[config.mk]
export PLATFORM = sky130hd
export DESIGN_NAME = arith_unit_arbiter
export DESIGN_NICKNAME = d
export VERILOG_FILES = /design/src/rtl/arith_unit_arbiter.sv
export SDC_FILE = /design/constraint.sdc
export NUM_CORES = 1
export LEC_CHECK = 0
export CAP_MARGIN = 25
export CORE_AREA = 3 3 146 148
export CTS_CLUSTER_DIAMETER = 200
export DETAILED_ROUTE_END_ITERATION = 8
export DIE_AREA = 0 0 149 151
export HOLD_SLACK_MARGIN = 0.15
export PLACE_DENSITY_LB_ADDON = 0.12
export RECOVER_POWER = 100
export SLEW_MARGIN = 20
export SYNTH_ARGS = -nofsm -noshare
export SYNTH_HDL_FRONTEND = slang
export SYNTH_SLANG_ARGS = --single-unit
[constraint.sdc]
create_clock -name clk -period 3.2 [get_ports clk]
set_clock_uncertainty 0.1 [all_clocks]
set_input_delay 0.64 -clock clk [delete_from_list [all_inputs] [get_ports clk]]
set_output_delay 0.64 -clock clk [all_outputs]
set_load 0.02 [all_outputs]
[src/rtl/arith_unit_arbiter.sv]
// Round-robin arbiter sharing one multi-cycle multiplier and one divider among N_REQ requesters.
// Optional watchdog in WAIT is compiled in with `define ARB_TIMEOUT_EN.
module arith_unit_arbiter #(
  parameter int N_REQ          = 3,
  parameter int WIDTH          = 32,
  parameter int TIMEOUT_CYCLES = 255
) (
  input  logic                   clk,
  input  logic                   rst,
  input  logic [N_REQ-1:0]       req,
  input  logic [N_REQ-1:0]       op_div,
  input  logic [N_REQ*WIDTH-1:0] opa,
  input  logic [N_REQ*WIDTH-1:0] opb,
  output logic [N_REQ-1:0]       gnt,
  output logic [N_REQ-1:0]       req_done,
  output logic [WIDTH-1:0]       result,
  output logic                   busy,
  output logic                   timeout,
  output logic                   start_mul,
  output logic                   start_div,
  output logic [WIDTH-1:0]       unit_a,
  output logic [WIDTH-1:0]       unit_b,
  input  logic                   multiplier_done,
  input  logic                   divider_done,
  input  logic [WIDTH-1:0]       mul_result,
  input  logic [WIDTH-1:0]       div_result,
  output logic [1:0]             dbg_state
);

  localparam int IDX_W = (N_REQ > 1) ? $clog2(N_REQ) : 1;
  localparam int CW    = IDX_W + 1;

  if (N_REQ < 2 || N_REQ > 8) begin : g_bad_n_req
    $error("arith_unit_arbiter: N_REQ must be in 2..8");
  end
  if (TIMEOUT_CYCLES < 1) begin : g_bad_timeout
    $error("arith_unit_arbiter: TIMEOUT_CYCLES must be at least 1");
  end

  // Handshake: req[i] is held high until req_done[i] pulses (or the requester gives up);
  // start_* and req_done are single-cycle pulses, *_done from the units is a level sampled in WAIT.
  typedef enum logic [1:0] {
    S_IDLE    = 2'd0,
    S_ISSUE   = 2'd1,
    S_WAIT    = 2'd2,
    S_RELEASE = 2'd3
  } state_e;

  state_e             state_q, state_d;
  logic [N_REQ-1:0]   gnt_q, gnt_d;
  logic [N_REQ-1:0]   req_done_q, req_done_d;
  logic [WIDTH-1:0]   result_q, result_d;
  logic               busy_q, busy_d;
  logic               timeout_q, timeout_d;
  logic               start_mul_q, start_mul_d;
  logic               start_div_q, start_div_d;
  logic [WIDTH-1:0]   unit_a_q, unit_a_d;
  logic [WIDTH-1:0]   unit_b_q, unit_b_d;
  logic [IDX_W-1:0]   owner_q, owner_d;
  logic               op_div_q, op_div_d;
  logic [IDX_W-1:0]   rr_ptr_q, rr_ptr_d;

  logic               pick_found;
  logic [IDX_W-1:0]   pick_idx;
  logic [CW-1:0]      cand;
  logic               unit_done;
  logic [IDX_W-1:0]   owner_next;

`ifdef ARB_TIMEOUT_EN
  localparam int CNT_W = $clog2(TIMEOUT_CYCLES + 1);
  logic [CNT_W-1:0]   cnt_q, cnt_d;
`endif

  // Scan rr_ptr, rr_ptr+1, ... (mod N_REQ) and take the first requester found.
  always_comb begin
    pick_found = 1'b0;
    pick_idx   = '0;
    cand       = '0;
    for (int k = 0; k < N_REQ; k++) begin
      cand = {1'b0, rr_ptr_q} + CW'(k);
      if (cand >= CW'(N_REQ)) cand = cand - CW'(N_REQ);
      if (!pick_found && req[cand[IDX_W-1:0]]) begin
        pick_found = 1'b1;
        pick_idx   = cand[IDX_W-1:0];
      end
    end
  end

  assign unit_done  = op_div_q ? divider_done : multiplier_done;
  assign owner_next = (owner_q == IDX_W'(N_REQ - 1)) ? '0 : owner_q + IDX_W'(1);

  always_comb begin
    state_d     = state_q;
    gnt_d       = gnt_q;
    req_done_d  = '0;
    result_d    = result_q;
    timeout_d   = 1'b0;
    start_mul_d = 1'b0;
    start_div_d = 1'b0;
    unit_a_d    = unit_a_q;
    unit_b_d    = unit_b_q;
    owner_d     = owner_q;
    op_div_d    = op_div_q;
    rr_ptr_d    = rr_ptr_q;
`ifdef ARB_TIMEOUT_EN
    cnt_d       = cnt_q;
`endif
    case (state_q)
      S_IDLE: begin
        if (pick_found) begin
          state_d         = S_ISSUE;
          gnt_d           = '0;
          gnt_d[pick_idx] = 1'b1;
          owner_d         = pick_idx;
          op_div_d        = op_div[pick_idx];
          unit_a_d        = opa[int'(pick_idx)*WIDTH +: WIDTH];
          unit_b_d        = opb[int'(pick_idx)*WIDTH +: WIDTH];
        end
      end
      S_ISSUE: begin
        start_mul_d = !op_div_q;
        start_div_d = op_div_q;
        state_d     = S_WAIT;
`ifdef ARB_TIMEOUT_EN
        cnt_d       = '0;
`endif
      end
      S_WAIT: begin
        // Only the unit that was started can complete the op; the other done is noise.
        if (unit_done) begin
          result_d            = op_div_q ? div_result : mul_result;
          req_done_d[owner_q] = req[owner_q];
          gnt_d               = '0;
          state_d             = S_RELEASE;
        end
`ifdef ARB_TIMEOUT_EN
        else if (cnt_q == CNT_W'(TIMEOUT_CYCLES - 1)) begin
          timeout_d = 1'b1;
          gnt_d     = '0;
          state_d   = S_RELEASE;
        end else begin
          cnt_d = cnt_q + CNT_W'(1);
        end
`endif
      end
      S_RELEASE: begin
        rr_ptr_d = owner_next;
        state_d  = S_IDLE;
      end
      default: state_d = S_IDLE;
    endcase
    busy_d = (state_d != S_IDLE);
  end

  always_ff @(posedge clk) begin
    if (rst) begin
      state_q     <= S_IDLE;
      gnt_q       <= '0;
      req_done_q  <= '0;
      result_q    <= '0;
      busy_q      <= 1'b0;
      timeout_q   <= 1'b0;
      start_mul_q <= 1'b0;
      start_div_q <= 1'b0;
      unit_a_q    <= '0;
      unit_b_q    <= '0;
      owner_q     <= '0;
      op_div_q    <= 1'b0;
      rr_ptr_q    <= '0;
`ifdef ARB_TIMEOUT_EN
      cnt_q       <= '0;
`endif
    end else begin
      state_q     <= state_d;
      gnt_q       <= gnt_d;
      req_done_q  <= req_done_d;
      result_q    <= result_d;
      busy_q      <= busy_d;
      timeout_q   <= timeout_d;
      start_mul_q <= start_mul_d;
      start_div_q <= start_div_d;
      unit_a_q    <= unit_a_d;
      unit_b_q    <= unit_b_d;
      owner_q     <= owner_d;
      op_div_q    <= op_div_d;
      rr_ptr_q    <= rr_ptr_d;
`ifdef ARB_TIMEOUT_EN
      cnt_q       <= cnt_d;
`endif
    end
  end

  assign gnt       = gnt_q;
  assign req_done  = req_done_q;
  assign result    = result_q;
  assign busy      = busy_q;
  assign timeout   = timeout_q;
  assign start_mul = start_mul_q;
  assign start_div = start_div_q;
  assign unit_a    = unit_a_q;
  assign unit_b    = unit_b_q;
  assign dbg_state = state_q;

endmodule
# After elaboration in Yosys (flattened, before gate mapping)
# Cells that the tools add are included.
[word_totals]
regBits = 112
in_bits = 266
output_inout_bits = 108
word_cells = 87
[classes]
n_addsub = 6
n_lt_le_gt_ge = 10
n_eq_ne = 6
shifts = 2
n_mux = 32
n_bitwise = 4
reduce_logical = 15
[op_table]
columns = ["cell", "n"]
rows = [
  ["$shiftx 96x8->32", 2],
  ["$mux 32", 1],
  ["$mux 2", 9],
  ["$lt 2x3->1 const B", 5],
  ["$mux 1", 11],
  ["$bmux 1 s2", 5],
  ["$pmux 2 s4", 1],
  ["$eq 2x2->1 const B", 3],
  ["$ge 3x2->1 const B", 2],
  ["$mux 3", 2],
  ["$pmux 3 s2", 1],
  ["$sub 2x2->2 const B", 3],
  ["$demux 1 s2", 2],
  ["$ge 2x1->1 const B", 2],
  ["$logic_and 1x1->1", 4],
  ["$ne 2x2->1 const B", 2],
  ["$reduce_and 2->1", 2],
  ["$reduce_bool 2->1", 2],
  ["$add 2x1->3 const B", 1],
  ["$add 2x2->3 const B", 1],
  ["$and 3x3->3", 1],
  ["$logic_not 1->1", 3],
  ["$not 1->1", 3],
  ["$reduce_and 3->1", 1],
  ["other kinds (6)", 6],
]

# Longest topological paths before layout
# Gate-level depths: netlist (run 1).
[depth]
ltp_word = 17
mapped_depth = 11
depth_no_buf = 7

# Worst setup path before layout (run 1)
# Ideal clock, no wire load.
[synth_timing]
path_kind = "register -> register"
startpoint = "register rr_ptr_q[0]"
endpoint = "register unit_a_q[21] (netlist: unit_a[21])"
setup_time_ns = 0.126
t_arrival_ns = 2.085
required_ns = 2.974
setup_slack_ns = 0.889
path_stages_with_launch = 12
n_path_buf = 4
cell_sequence = "dfxtp_1 > inv_1 > ha_1 > buf_4 > mux2i_1 > o22ai_2 > o31a_1 > buf_2 > nand2_1 > buf_4 > buf_4 > o211ai_1"
[synth_via]
elab_chain_cells = 12
[synth_lines]
columns = ["element", "line_no", "source"]
rows = [
  ["start: declaration", "61", "logic [IDX_W-1:0] rr_ptr_q, rr_ptr_d;"],
  ["start signal: assignment", "186", "rr_ptr_q <= rr_ptr_d;"],
  ["branches (longest 12 deep; another with $add 2x1->3)", "-", ""],
  ["end signal: assignment", "182", "unit_a_q <= unit_a_d;"],
  ["end: declaration", "57", "logic [WIDTH-1:0] unit_a_q, unit_a_d;"],
]
# Parallel ways; which one is timed is not known. The select of a mux whose other input is x is not followed.
# A chain may end at the register's enable or synchronous reset.

# Worst setup path in the final report (run 1)
[layout_timing]
startpoint = "register rr_ptr_q[1]"
endpoint = "register unit_a_q[28] (netlist: unit_a[28])"
# The elaborated chain is that of the path after synthesis.

==> results.sh, run 1 <==
export IMPL_p_leak_nw=4.10
export IMPL_synthFlopType="dfxtp_1"
export IMPL_core_area_sq_mm=0.0202
export IMPL_io_pins=374
export IMPL_maxSlewViolCount=0
export IMPL_yosysTopAreaCellShare_pct=29.6
export IMPL_reg2reg_from="rr_ptr_q[1]"
export IMPL_first_iter_violations=448
export IMPL_yosysTopAreaCell="dfxtp_1"
export IMPL_setup_viol=0
export IMPL_avgSynthCellArea_sq_um=8.06
export IMPL_routed_via_count=8599
export IMPL_fmax_mhz=346
export IMPL_r2r_cells=8
export IMPL_r2r_setup_slack_ns=0.31
export IMPL_final_setup_tns_ns=0
export IMPL_gr_total_overflow=0
export IMPL_whs_ns=0.372
export IMPL_cpPeakStageDelay_ns=0.55
export IMPL_worstPathMaxFanout=42
export IMPL_dpl_hpwl_um=20900
export IMPL_cts_hold_buf=0
export IMPL_seq_area_sq_mm=0.00224
export IMPL_synth_cell_area_sq_mm=0.00756
export IMPL_multi_input_area_sq_mm=0.00472
export IMPL_hp_class="reg2reg"
export IMPL_required_ns=3.34
export IMPL_cts_clk_slew_worst_paths_ns=0.09
export IMPL_drive_above_1_share_pct=4.96
export IMPL_synth_edf_count=0
export IMPL_finalHoldViolCount=0
export IMPL_drc_errors=0
export IMPL_wl_um=30800
export IMPL_vias_per_cell=5.73
export IMPL_slew_headroom_pct=23.8
export IMPL_rsz0062_at_grt="false"
export IMPL_yosysMostFrequentCell="a211oi_1"
export IMPL_yosysWarnings=0
export IMPL_period_share_pct=90.2
export IMPL_stdcell_count=1502
export IMPL_synthDistinctLibCells=49
export IMPL_cts_root_buf="clkbuf_16"
export IMPL_antenna_found_initial=2
export IMPL_area_delta_synth_final_pct=55.2
export IMPL_gp_congestion=0.828
export IMPL_post_cts_setup_buffers=0
export IMPL_startpoint_type="flip-flop"
export IMPL_grt_pass1_vias=8129
export IMPL_cp_end_kind="flip-flop"
export IMPL_ir_drop_uv=645
export IMPL_synthCells=938
export IMPL_drtAntennaViolNets=0
export IMPL_nets=1499
export IMPL_die_x_um=149
export IMPL_crit_type="reg2reg"
export IMPL_dieArea_sq_mm=0.0225
export IMPL_synth_area_top_cells="dfxtp_1 30%, a211oi_1 16%, o21a_1 6.8%"
export IMPL_drv_cap=0
export IMPL_grt_max_degree=96
export IMPL_avgRoutedWirePerCell_um=20.5
export IMPL_rows=52
export IMPL_start_util_pct=37.5
export IMPL_synth_seq_area_share_pct=29.6
export IMPL_clk_insertion_delay_late_ns=0.36
export IMPL_ctsLongestPathBuffers=2
export IMPL_dr_pass1_iters=4
export IMPL_status="finished, final reports clean"
export IMPL_syn_num_nets=1212
export IMPL_cp_slowest_cell="ha_2"
export IMPL_worst_pin_slew_ns=1.14
export IMPL_die_h_um=151
export IMPL_grt_usage_pct=25.9
export IMPL_grt_pass1_wl_um=46300
export IMPL_fillerInstances=1852
export IMPL_clock_sinks=112
export IMPL_cts_max_level=3
export IMPL_cts_buffers=9
export IMPL_stdcell_area_sq_mm=0.0117
export IMPL_period_minus_slack_ns=2.89
export IMPL_cp_arrival_ns=3.02
export IMPL_cts_tree="built"
export IMPL_p_per_area_mw_per_mm2=668
export IMPL_port_buffers=372
export IMPL_critical_path_cell_chain="inv_1 -> ha_2 -> mux2i_2 -> o21ai_4 -> a211o_2 -> buf_6 -> a211oi_1 -> o211ai_1"
export IMPL_crit_start="rr_ptr_q[1]"
export IMPL_ys_ff_latch=112
export IMPL_async_flop_share_pct=0
export IMPL_dp_cells=1484
export IMPL_critical_path_endpoint="unit_a[28]"
export IMPL_r2r_end="unit_a[28]"
export IMPL_synthTopCellsByCount="162 x a211oi_1, 112 x dfxtp_1, 70 x nand2_1"
export IMPL_placed_cell_area_sq_mm=0.0115
export IMPL_ctsResizeCount=0
-- cell families after synthesis --
group                      synth area share (%)
AOI/OAI and AO/OA                          32.0
adders and majority gates                  1.32
other                                    0.0496
buffers and inverters                      8.41
muxes                                      4.96
and+or+nand+nor                            23.6
DFF                                        29.6
-- registers in the layout (all words and copies together), names as in the netlist --
| register | count |
|---|---|
| result | 32 |
| unit_a | 32 |
| unit_b | 32 |
| gnt | 3 |
| req_done | 3 |
| dbg_state | 2 |
| owner_q | 2 |
| rr_ptr_q | 2 |
| busy | 1 |
| op_div_q | 1 |
| start_div | 1 |
| start_mul | 1 |
-- placed cells by master, fill, tap and decap left out, types with 39 or more instances in the layout --
cell and count:
a211oi_1 162, clkdlybuf4s50_1 263, dfxtp_1 111, dlygate4sd3_1 109
nand2_1 70, nand3_1 65, nand4_1 65, nor2_1 39
nor3b_1 66, o211ai_1 65, o21a_1 68
-- worst max-delay path: cells and delay by family (launching register included) --
kind | cells | cell delay (ns)
buffers and inverters | 2 | 0.33
adders and majority gates | 1 | 0.55
AOI/OAI and AO/OA | 4 | 0.94
muxes | 1 | 0.45
DFF | 1 | 0.37
-- through the flow --
| stage | total power, mW | setup WS, ns | utilization [%] |
|---|---|---|---|
| global placement | 6.83 | 0.311 | 56.8 |
| global route | 8.32 | 0.139 | 58.2 |
| detailed placement | 6.86 | 0.247 | 56.8 |
| CTS | 8.10 | 0.429 | 58.4 |
| floorplan | 4.85 | 0.889 | - |
| finish | 7.84 | 0.312 | 58.2 |
-- metal layers --
layer	up-vias	track usage, %	routed length (um)
met5	-	0	26
met4	4	8.56	769
met3	42	6.16	2540
met2	363	42.4	14600
met1	4003	33.7	12900
li1	4187	-	-
-- power by group --
part | switching, mW | internal [mW] | leakage [nW] | total [mW]
Combinational | 2.66 | 1.85 | 3.02 | 4.51
Sequential | 0.248 | 1.87 | 0.919 | 2.11
Clock | 0.644 | 0.573 | 0.154 | 1.22
-- worst min path at each step --
stage	from	endpoint	slack, ns	depth (start not counted)
after floorplan	owner_q[1]	req_done[2]	0.35	2
after global placement	gnt[1]	gnt[1]	0.35	1
after detailed placement	gnt[1]	gnt[1]	0.36	1
after CTS	gnt[1]	gnt[1]	0.38	1
after global routing	gnt[1]	gnt[1]	0.40	1
final	gnt[1]	gnt[1]	0.37	1
-- cell type report --
type | count | area share (%)
timing repair buffer | 403 | 34.8
sequential | 112 | 19.1
inverter | 6 | 0.213
tap | 270 | 2.88
clock inverter | 7 | 0.799
multi-input combinational | 693 | 40.2
clock buffer | 9 | 1.92
antenna | 2 | 0.0426
(Power assumes the default switching activity.)
==> run 2, diff against run 1 <==
==> constraint.sdc (replaced) <==
create_clock -name clk -period 3.6 [get_ports clk]
set_clock_uncertainty 0.1 [all_clocks]
set_input_delay 0.72 -clock clk [delete_from_list [all_inputs] [get_ports clk]]
set_output_delay 0.72 -clock clk [all_outputs]
set_load 0.02 [all_outputs]
==> run 2 against run 1 <==
Compared with the run above:
- non-clock buffer count down 3
- setup slack better by 0.095 ns
- global-route usage increased by 0.12 points
- total power is 12% lower
- routed wire length grew 0.59%
- critical path type unchanged
- critical endpoint is now unit_a[29]
- highest routed layer unchanged
==> results.sh, run 2 (synthesized netlist as in run 1, its figures left out) <==
export IMPL_p_comb_share_pct=57.4
export IMPL_cts_clk_slew_worst_paths_ns=0.08
export IMPL_core_area_sq_mm=0.0202
export IMPL_drv_cap=0
export IMPL_cts_tree="built"
export IMPL_p_clk_share_pct=15.2
export IMPL_io_pins=374
export IMPL_first_iter_violations=497
export IMPL_finalHoldViolCount=0
export IMPL_stdcell_area_sq_mm=0.0116
export IMPL_gp_congestion=0.860
export IMPL_dpl_hpwl_um=21400
export IMPL_grt_usage_pct=26.0
export IMPL_p_leak_nw=4.05
export IMPL_crit_type="reg2reg"
export IMPL_period_share_pct=88.7
export IMPL_clk_insertion_delay_late_ns=0.36
export IMPL_cts_buffers=9
export IMPL_cp_arrival_ns=3.32
export IMPL_port_buffers=372
export IMPL_layout_commonest_cell="clkdlybuf4s50_1"
export IMPL_grt_pass1_vias=8125
export IMPL_grt_max_degree=101
export IMPL_cts_root_buf="clkbuf_16"
export IMPL_cts_max_level=3
export IMPL_hp_class="reg2reg"
export IMPL_avgRoutedWirePerCell_um=20.7
export IMPL_r2r_setup_slack_ns=0.41
export IMPL_drtAntennaViolNets=0
export IMPL_final_setup_tns_ns=0
export IMPL_wl_um=31000
export IMPL_drive_above_1_share_pct=4.97
export IMPL_routed_via_count=8683
export IMPL_placed_cell_area_sq_mm=0.0113
export IMPL_worst_pin_slew_ns=1.28
export IMPL_p_per_area_mw_per_mm2=592
export IMPL_seq_power_share_pct=27.4
export IMPL_cts_hold_buf=0
export IMPL_antenna_found_initial=1
export IMPL_nets=1496
export IMPL_area_delta_synth_final_pct=53.6
export IMPL_ir_drop_uv=458
export IMPL_start_util_pct=37.5
export IMPL_dr_pass1_iters=5
export IMPL_vias_per_cell=5.79
export IMPL_fmax_mhz=313
export IMPL_die_h_um=151
export IMPL_ctsResizeCount=0
export IMPL_grt_pass1_wl_um=46900
export IMPL_setup_viol=0
export IMPL_gr_total_overflow=0
export IMPL_startpoint_type="flip-flop"
export IMPL_switching_share_pct=45.2
export IMPL_dieArea_sq_mm=0.0225
export IMPL_clock_sinks=112
export IMPL_switchingPower_mw=3.11
export IMPL_die_x_um=149
export IMPL_drc_errors=0
export IMPL_rows=52
export IMPL_post_cts_setup_buffers=0
export IMPL_mostFrequentLayoutCells="263 x clkdlybuf4s50_1, 162 x a211oi_1, 111 x dfxtp_1, 109 x dlygate4sd3_1, 69 x nand2_1"
export IMPL_worstPathMaxFanout=53
export IMPL_rsz0062_at_grt="false"
export IMPL_slew_headroom_pct=14.7
export IMPL_whs_ns=0.377
export IMPL_required_ns=3.73
export IMPL_maxSlewViolCount=0
export IMPL_cp_end_kind="flip-flop"
export IMPL_ctsLongestPathBuffers=2
export IMPL_period_minus_slack_ns=3.19
export IMPL_status="finished, final reports clean"
export IMPL_p_int_mw=3.76
[run 2: changes by cell type in the layout (fill, tap and decap cells not counted), sizes merged]
cell / previous run / this run
buf: 26 / 25
clkinv: 3 / 1
clkbuf: 14 / 13
inv: 10 / 11
[run 2: worst max-delay path, stage by stage, from the launching register on]
cell and delay [ns]:
dfxtp_1 0.36, inv_1 0.10, ha_2 0.68, mux2i_2 0.41, o21ai_2 0.21, a211o_2 0.51, buf_12 0.26, a211oi_1 0.28
o211ai_1 0.12
[run 2: path summary, 6_finish.rpt]
check	startpoint	end	cells past startpoint
setup / recovery	rr_ptr_q[1]	unit_a[29]	8
hold / removal	gnt[1]	gnt[1]	1
setup reg to reg	rr_ptr_q[1]	unit_a[29]	8
hold reg to reg	gnt[1]	gnt[1]	1
[run 2: power by group through the flow]
stage / sequential (mW) / combinational (mW) / clock, mW
2_1_floorplan: 2.38 / 1.93 / 0
6_report: 1.88 / 3.95 / 1.04
4_1_cts: 1.90 / 4.11 / 1.08
3_3_place_gp: 1.92 / 4.07 / 0
5_1_grt: 1.93 / 4.24 / 1.13
3_5_place_dp: 1.92 / 4.10 / 0
[run 2: per-layer routing]
layer | vias to the layer above | share of wire [%] | track usage [%]
met2 | 385 | 46 | 41.8
met5 | - | 0.036 | 0
met1 | 4057 | 41 | 33.1
met4 | 2 | 3.5 | 10.4
li1 | 4176 | - | -
met3 | 63 | 9.4 | 7.42
[run 2: area by class of cell]
class                           instances  area, sq um
Inverter                                6         25.0
Timing Repair Buffer                  400         3990
Sequential cell                       112         2240
Clock buffer                           10          239
Fill cell                            1910         8550
Tap cell                              270          338
Antenna cell                            2         5.00
Clock inverter                          6         56.3
Multi-Input combinational cell        693         4720
[run 2: stage by stage]
stage	total power, mW	utilization, %	std cells	setup WS (ns)
after floorplan	4.31	-	938	1.29
after global placement	5.99	56.2	1481	0.481
after detailed placement	6.02	56.2	1481	0.402
after CTS	7.09	57.7	1497	0.606
after global routing	7.29	57.6	1497	0.230
final	6.87	57.6	1499	0.407
